==> config.mk <==
export PLATFORM = sky130hd
export DESIGN_NAME = countdown_timer_core
export DESIGN_NICKNAME = d
export VERILOG_FILES = /design/src/rtl/countdown_timer_core.sv
export SDC_FILE = /design/constraint.sdc
export NUM_CORES = 1
export LEC_CHECK = 0
export CORE_AREA = 5 5 83 115
export DETAILED_ROUTE_END_ITERATION = 12
export DIE_AREA = 0 0 88 120
export PLACE_DENSITY = 0.69
export SYNTH_ARGS = -nofsm -noshare
export SYNTH_HDL_FRONTEND = slang
export SYNTH_SLANG_ARGS = --single-unit
==> constraint.sdc <==
create_clock -name clk_core -period 7.3 [get_ports clk_core]
set_clock_uncertainty 0.15 [all_clocks]
set_input_delay 1.46 -clock clk_core [delete_from_list [all_inputs] [get_ports clk_core]]
set_output_delay 1.46 -clock clk_core [all_outputs]
set_load 0.02 [all_outputs]
==> src/rtl/countdown_timer_core.sv <==
// Countdown timer core: edits a min:sec:hundredths value in packed BCD from
// one-cycle button pulses, then counts it down to zero and flags the time-out.
// Every output comes straight from a register.
module countdown_timer_core #(
  parameter int TICK_DIV = 1
) (
  input  logic       clk_core,
  input  logic       rst,
  input  logic       left_button,
  input  logic       right_button,
  input  logic       up_button,
  input  logic       down_button,
  input  logic       center_button,
  output logic [7:0] min_o,
  output logic [7:0] sec_o,
  output logic [7:0] ms_10_o,
  output logic [1:0] target,
  output logic       time_out_o
);

  localparam int PW = (TICK_DIV > 1) ? $clog2(TICK_DIV) : 1;
  localparam logic [PW-1:0] PRESC_LAST = PW'(TICK_DIV - 1);

  typedef enum logic [1:0] {
    S_EDIT    = 2'd0,
    S_RUN     = 2'd1,
    S_PAUSE   = 2'd2,
    S_TIMEOUT = 2'd3
  } state_t;

  state_t        state_q;
  logic [7:0]    min_q, sec_q, ms_q;
  logic [7:0]    pre_min_q, pre_sec_q, pre_ms_q;
  logic [1:0]    target_q;
  logic          time_out_q;
  logic [PW-1:0] presc_q;

  logic [7:0]    min_dec_d, sec_dec_d, ms_dec_d;
  logic          dec_zero_d;
  logic          val_zero;
  logic          presc_term;

  // BCD increment that wraps from maxv back to 00.
  function automatic logic [7:0] bcd_inc(input logic [7:0] v, input logic [7:0] maxv);
    if (v == maxv)            return 8'h00;
    else if (v[3:0] == 4'd9)  return {v[7:4] + 4'd1, 4'd0};
    else                      return {v[7:4], v[3:0] + 4'd1};
  endfunction

  // BCD decrement that wraps from 00 up to maxv.
  function automatic logic [7:0] bcd_dec(input logic [7:0] v, input logic [7:0] maxv);
    if (v == 8'h00)           return maxv;
    else if (v[3:0] == 4'd0)  return {v[7:4] - 4'd1, 4'd9};
    else                      return {v[7:4], v[3:0] - 4'd1};
  endfunction

  assign val_zero   = (min_q == 8'h00) && (sec_q == 8'h00) && (ms_q == 8'h00);
  assign presc_term = (presc_q == PRESC_LAST);

  // Value minus 10 ms with borrow chain ms_10 -> sec -> min; only used while nonzero.
  always_comb begin
    ms_dec_d  = bcd_dec(ms_q, 8'h99);
    sec_dec_d = sec_q;
    min_dec_d = min_q;
    if (ms_q == 8'h00) begin
      sec_dec_d = bcd_dec(sec_q, 8'h59);
      if (sec_q == 8'h00) begin
        min_dec_d = bcd_dec(min_q, 8'h99);
      end
    end
    dec_zero_d = (min_dec_d == 8'h00) && (sec_dec_d == 8'h00) && (ms_dec_d == 8'h00);
  end

  // Mode FSM plus value/preset/prescaler registers; center outranks every other button.
  always_ff @(posedge clk_core or posedge rst) begin
    if (rst) begin
      state_q    <= S_EDIT;
      min_q      <= 8'h00;
      sec_q      <= 8'h00;
      ms_q       <= 8'h00;
      pre_min_q  <= 8'h00;
      pre_sec_q  <= 8'h00;
      pre_ms_q   <= 8'h00;
      target_q   <= 2'b00;
      time_out_q <= 1'b0;
      presc_q    <= '0;
    end else begin
      case (state_q)
        S_EDIT: begin
          if (center_button) begin
            // A zero value cannot be counted down, so start is refused.
            if (!val_zero) begin
              pre_min_q <= min_q;
              pre_sec_q <= sec_q;
              pre_ms_q  <= ms_q;
              target_q  <= 2'b11;
              presc_q   <= '0;
              state_q   <= S_RUN;
            end
          end else if (left_button) begin
            target_q <= (target_q == 2'b00) ? 2'b10 :
                        (target_q == 2'b10) ? 2'b01 : 2'b00;
          end else if (right_button) begin
            target_q <= (target_q == 2'b00) ? 2'b01 :
                        (target_q == 2'b01) ? 2'b10 : 2'b00;
          end else if (up_button) begin
            case (target_q)
              2'b00:   min_q <= bcd_inc(min_q, 8'h99);
              2'b01:   sec_q <= bcd_inc(sec_q, 8'h59);
              2'b10:   ms_q  <= bcd_inc(ms_q, 8'h99);
              default: ;
            endcase
          end else if (down_button) begin
            case (target_q)
              2'b00:   min_q <= bcd_dec(min_q, 8'h99);
              2'b01:   sec_q <= bcd_dec(sec_q, 8'h59);
              2'b10:   ms_q  <= bcd_dec(ms_q, 8'h99);
              default: ;
            endcase
          end
        end
        S_RUN: begin
          if (center_button) begin
            state_q <= S_PAUSE;
          end else if (presc_term) begin
            presc_q <= '0;
            min_q   <= min_dec_d;
            sec_q   <= sec_dec_d;
            ms_q    <= ms_dec_d;
            if (dec_zero_d) begin
              state_q    <= S_TIMEOUT;
              time_out_q <= 1'b1;
            end
          end else begin
            presc_q <= presc_q + 1'b1;
          end
        end
        S_PAUSE: begin
          if (center_button) begin
            state_q <= S_RUN;
          end else if (left_button) begin
            min_q    <= pre_min_q;
            sec_q    <= pre_sec_q;
            ms_q     <= pre_ms_q;
            target_q <= 2'b00;
            state_q  <= S_EDIT;
          end
        end
        default: begin
          if (center_button || left_button) begin
            min_q      <= pre_min_q;
            sec_q      <= pre_sec_q;
            ms_q       <= pre_ms_q;
            target_q   <= 2'b00;
            time_out_q <= 1'b0;
            state_q    <= S_EDIT;
          end
        end
      endcase
    end
  end

  assign min_o      = min_q;
  assign sec_o      = sec_q;
  assign ms_10_o    = ms_q;
  assign target     = target_q;
  assign time_out_o = time_out_q;

endmodule
# == Word-level counts from Yosys, hierarchy flattened ==
# Index checks and enable logic that the tools add are counted.
# op_classes
add_sub_neg,13
eq_ne,32
muxes,83
bitwise,3
n_reduce_logical,32
# op_table
operator,count
8-bit 2-to-1 mux,51
8-bit one-hot mux with 3 select lines,3
8-bit zero test,6
11-bit AND reduction,3
2-bit 2-to-1 mux,16
10-bit AND reduction,3
2-bit != test (second input constant),13
4-bit by 1-bit adder with 4-bit output (second input constant),6
4-bit by 1-bit subtractor with 4-bit output (second input constant),6
8-bit == test (second input constant),2
4-bit != test (second input constant),4
3-bit != test (second input constant),5
4-bit == test (second input constant),3
4-bit zero test,3
2-bit one-hot mux with 3 select lines,2
6-bit AND reduction,2
1-bit 2-to-1 mux,9
8-bit by 7-bit == test with 1-bit output (second input constant),1
5-bit AND reduction,1
2-bit by 1-bit == test with 1-bit output (second input constant),2
2-bit == test (second input constant),2
1-bit logical AND,4
2-bit zero test,2
1-bit one-hot mux with 2 select lines,2
other kinds (9),12
# word_totals
ff_bits,54
in_bits,7

# == Depth between registers and ports, before layout ==
# logic_depth
word_depth,12
mapped_depth,10
ltp_nobuf,8

# == Worst setup path before layout ==
# OpenSTA, ideal clock, no wires.
# synth_path
path_kind,input -> register
start,in up_button
end,"reg min_q[7], in the netlist min_o[7]"
arrival_ps,2870
setup_slack_ps,4155
cell_stages,6
path_buffers,1
cell_sequence,or2_2 -> a221oi_2 -> a21o_1 -> or2_0 -> buf_2 -> mux2_2
# synth_between
elab_chain_len,5
elab_cells_between_ends,8
classes_between,eq/ne: 2; mux: 5; reduce/logical: 1
# synth_rtl
element,line_no,text
from (decl),11,"input logic up_button,"
8-bit 2-to-1 mux,106,end else if (up_button) begin
8-bit 2-to-1 mux,103,end else if (right_button) begin
8-bit 2-to-1 mux,100,end else if (left_button) begin
8-bit 2-to-1 mux,90,if (center_button) begin
8-bit one-hot mux with 3 select lines,88,case (state_q)
to (signal assigned),108,"2'b00: min_q <= bcd_inc(min_q, 8'h99);"
to (signal assigned),115,"2'b00: min_q <= bcd_dec(min_q, 8'h99);"
to (signal assigned),127,min_q <= min_dec_d;
to (decl),32,"logic [7:0] min_q, sec_q, ms_q;"
# Parallel ways exist; a longest one is shown, timed or not. The select of a mux whose other input is x is not followed.
# A chain may end at the register's enable or synchronous reset.

# == Worst setup path in the final report ==
# layout_path
start,"reg min_q[0], in the netlist min_o[0]"
end,reg pre_min_q[6]
# layout_between
elab_chain_len,5
# layout_rtl
element,line_no,text
8-bit zero test,57,assign val_zero = (min_q == 8'h00) && (sec_q == 8'h00) && (ms_q == 8'h00);
1-bit logical AND (2 in a row),57,
1-bit inverter (no source line),--,
3-bit AND reduction (no source line),--,
to (signal assigned),93,pre_min_q <= min_q;
to (decl),33,"logic [7:0] pre_min_q, pre_sec_q, pre_ms_q;"
# No other way between the ends.

==> metrics.yaml <==
status: "finished, final reports clean"
syn-num-nets: 505
top_usage_layer: "met2"
peakVddDrop_mv: 0.2035
critPathBufInv: 2
crit_cells: 7
max-cap-violations: 0
place_congestion: 0.8636
rows: 40
antenna_found_initial: 0
cts-resized-gates: 0
final_common_cell: "nand2_1"
syn_area_sq_um: 4045
cellPowerDensity_nw_per_um2: 419.9
synth_seq_cells: 53
rr_worst_depth: 7
initial_core_util: 0.4783
yosysWarnings: 0
grt.overflow.total: 0
drc_errors: 0
path_clk_slew_ns: 0.07
post_cts_buffers: 0
cp.required_ns: 7.34
worst_pin_slew_ns: 1.117
use_met1: 0.2749
path_cells: "inv_1 > ha_1 > nor3b_2 > nand3_1 > o211ai_2 > buf_4 > mux2_1"
fmax_ghz: 0.2569
timing_max_transition_violations_final: 0
crit_family: "simple AND/OR/NAND/NOR gates"
p_switching_uw: 904.4
track_usage: 0.2157
synth_area_leaders: "dfrtp_1 (33%), o21ai_0 (6.9%), ha_1 (6.2%)"
synth_edf_count: 0
critPathArrivalTime_ns: 3.93
seqPwrFrac: 0.331
p_int_uw: 980.1
period_needed_ns: 3.892
cts_made_buffers: 5
grtUsageMet2: 0.3509
drt.antenna.violating_nets: 0
cts_root_buf: "clkbuf_16"
swShare: 0.4799
hp-start: "pre_sec_q[5]"
postSynthCellCount: 478
layout_common_cells: "nand2_1 (58), o21ai_0 (56), dfrtp_1 (53), clkdlybuf4s50_1 (33), a21oi_1 (27)"
firstDrtPassIters: 6
portBuffers: 33
h-tree-depth: 2
num_vias: 3763
critPathMaxStageDelay_ns: 0.84
dieArea_sq_um: 10560
cp-start-kind: "register"
dp_hpwl_mm: 7.629
pwr-share-comb: 0.543
synth_area_per_cell_sq_um: 8.463
ys.flop_type: "dfrtp_1"
area_growth_pct: 10.95
fp.dieW_um: 88
async_reset_ff_frac: 1.000
hp-class: "register to register"
cts_buffer_depth: 2
finalSetupViolCount: 0
wire_per_inst_um: 18.23
fin_tns_setup_ns: 0
grt_pass1_vias: 3740
stdcell_area_sq_um: 4488
hold_ws_ns: 0.3353
nFillCells: 793
yosysTopAreaCellShare: 0.3279
drive_gt1_frac: 0.07566
leakage_uw: 0.001781
antenna_cells: 0
routed_wl_mm: 10.83
fin_crit_sh: 0.5332
vias_per_cell: 6.335
yosysTopAreaCell: "dfrtp_1"
worst_skew_pair.late_latency_ns: 0.30
endpoint_kind: "register"
power_frac_clock: 0.126
io_pins: 34
grt_setup_unrepaired: "false"
critPathKind: "register to register"
grt_max_degree: 54
cts_tree: "yes"
cts_hold_buf: 0
min_path_cells: 2
finalHoldViolCount: 0
slowest_stage: "o211ai_2"
grt.met3_usage: 0.03640
ys_types: 74
grt_pass1_wl_mm: 18.45
ys_seq_area_frac: 0.3279
drt_iter0_markers: 326
reg2reg_from: "min_o[0]"
worstSetupStartpoint: "min_o[0]"
crit_fanout: 21
slew_headroom: 0.2543
place_area_sq_um: 4345
die_y_um: 120
nNetsFinal: 515
clock_sinks: 53
core-area_sq_um: 8458
## layer usage
layer  part of all wire  up-vias
li1                   -     1775
met1               0.42     1820
met2               0.50      139
met3              0.051       29
met4              0.031        0
met5                  0        -
## logic make-up (layout without fill, tap and decap cells)
kind of cell,after synthesis,after routing,share of synthesized area
AOI/OAI and AO/OA,166,166,0.2775
and+or+nand+nor,156,156,0.2023
buffers and inverters,58,69,0.06866
DFF,53,53,0.3279
adders and majority gates,20,20,0.06186
muxes,15,15,0.04021
xor gates and xnor gates,10,10,0.02165
## worst paths after layout
| path | slack [ns] | endpoint |
|---|---|---|
| worst max-delay path | 3.41 | pre_min_q[6] |
| worst min-delay path | 0.34 | pre_sec_q[5] |
| worst max register to register | 3.41 | pre_min_q[6] |
| worst min register to register | 0.34 | pre_sec_q[5] |
| max in group asynchronous | 4.69 | pre_ms_q[5] |
| min in group asynchronous | 1.61 | pre_min_q[4] |
## area by class of cell
cell class,instances,area (sq um),share of cell area
clock buffers,5,125.1,0.02788
clock inverters,3,17.52,0.003903
inverters,25,93.84,0.02091
multi-input cells,367,2441,0.5439
flip-flops and latches,53,1326,0.2955
well taps,105,131.4,0.02927
repair buffers,36,352.8,0.07862
## worst reg2reg max path: stages, from the launching register on
cell and delay (ns):
dfrtp_1 0.50, inv_1 0.15, ha_1 0.29, nor3b_2 0.65, nand3_1 0.44, o211ai_2 0.84
buf_4 0.39, mux2_1 0.36
## Yosys cell counts (all sizes together), types with 3 or more instances
cell / n
a211oi: 3
a21o: 4
a21oi: 29
a221oi: 8
a222oi: 3
a22o: 3
a22oi: 3
a311oi: 4
a31oi: 12
a32oi: 4
and2: 5
buf: 18
clkbuf: 15
dfrtp: 53
ha: 20
inv: 25
mux2: 10
mux2i: 5
nand2: 60
nand2b: 4
nand3: 15
nand4: 7
nor2: 26
nor2b: 5
nor3: 7
nor3b: 6
nor4: 4
o211ai: 6
o21ai: 58
o311ai: 5
o31ai: 4
o32ai: 3
or2: 4
or3: 3
xnor2: 6
xor2: 4
## power by group through the flow
stage	combinational [uW]	clock, uW	sequential, uW
after floorplan	726	0	599
after global placement	996	0	621
after detailed placement	1020	0	626
after CTS	1020	243	621
after global routing	1130	252	654
final	1020	238	623
## registers in the layout, indices dropped and copies added, names as in the netlist
| register | cells |
|---|---|
| state_q | 2 |
| sec_o | 8 |
| min_o | 8 |
| ms_10_o | 8 |
| pre_ms_q | 8 |
| pre_sec_q | 8 |
| target | 2 |
| time_out_o | 1 |
| pre_min_q | 8 |
## stage by stage
| stage | instances | worst slack [ns] | total power (uW) | utilization |
|---|---|---|---|---|
| finish | 594 | 3.408 | 1884 | 0.5306 |
| global placement | 586 | 3.232 | 1617 | 0.5138 |
| floorplan | 478 | 4.155 | 1324 | - |
| global route | 594 | 3.089 | 2039 | 0.5306 |
| CTS | 594 | 3.379 | 1884 | 0.5306 |
| detailed placement | 586 | 3.135 | 1642 | 0.5138 |
Note: power is estimated with default switching activity, not from simulation.
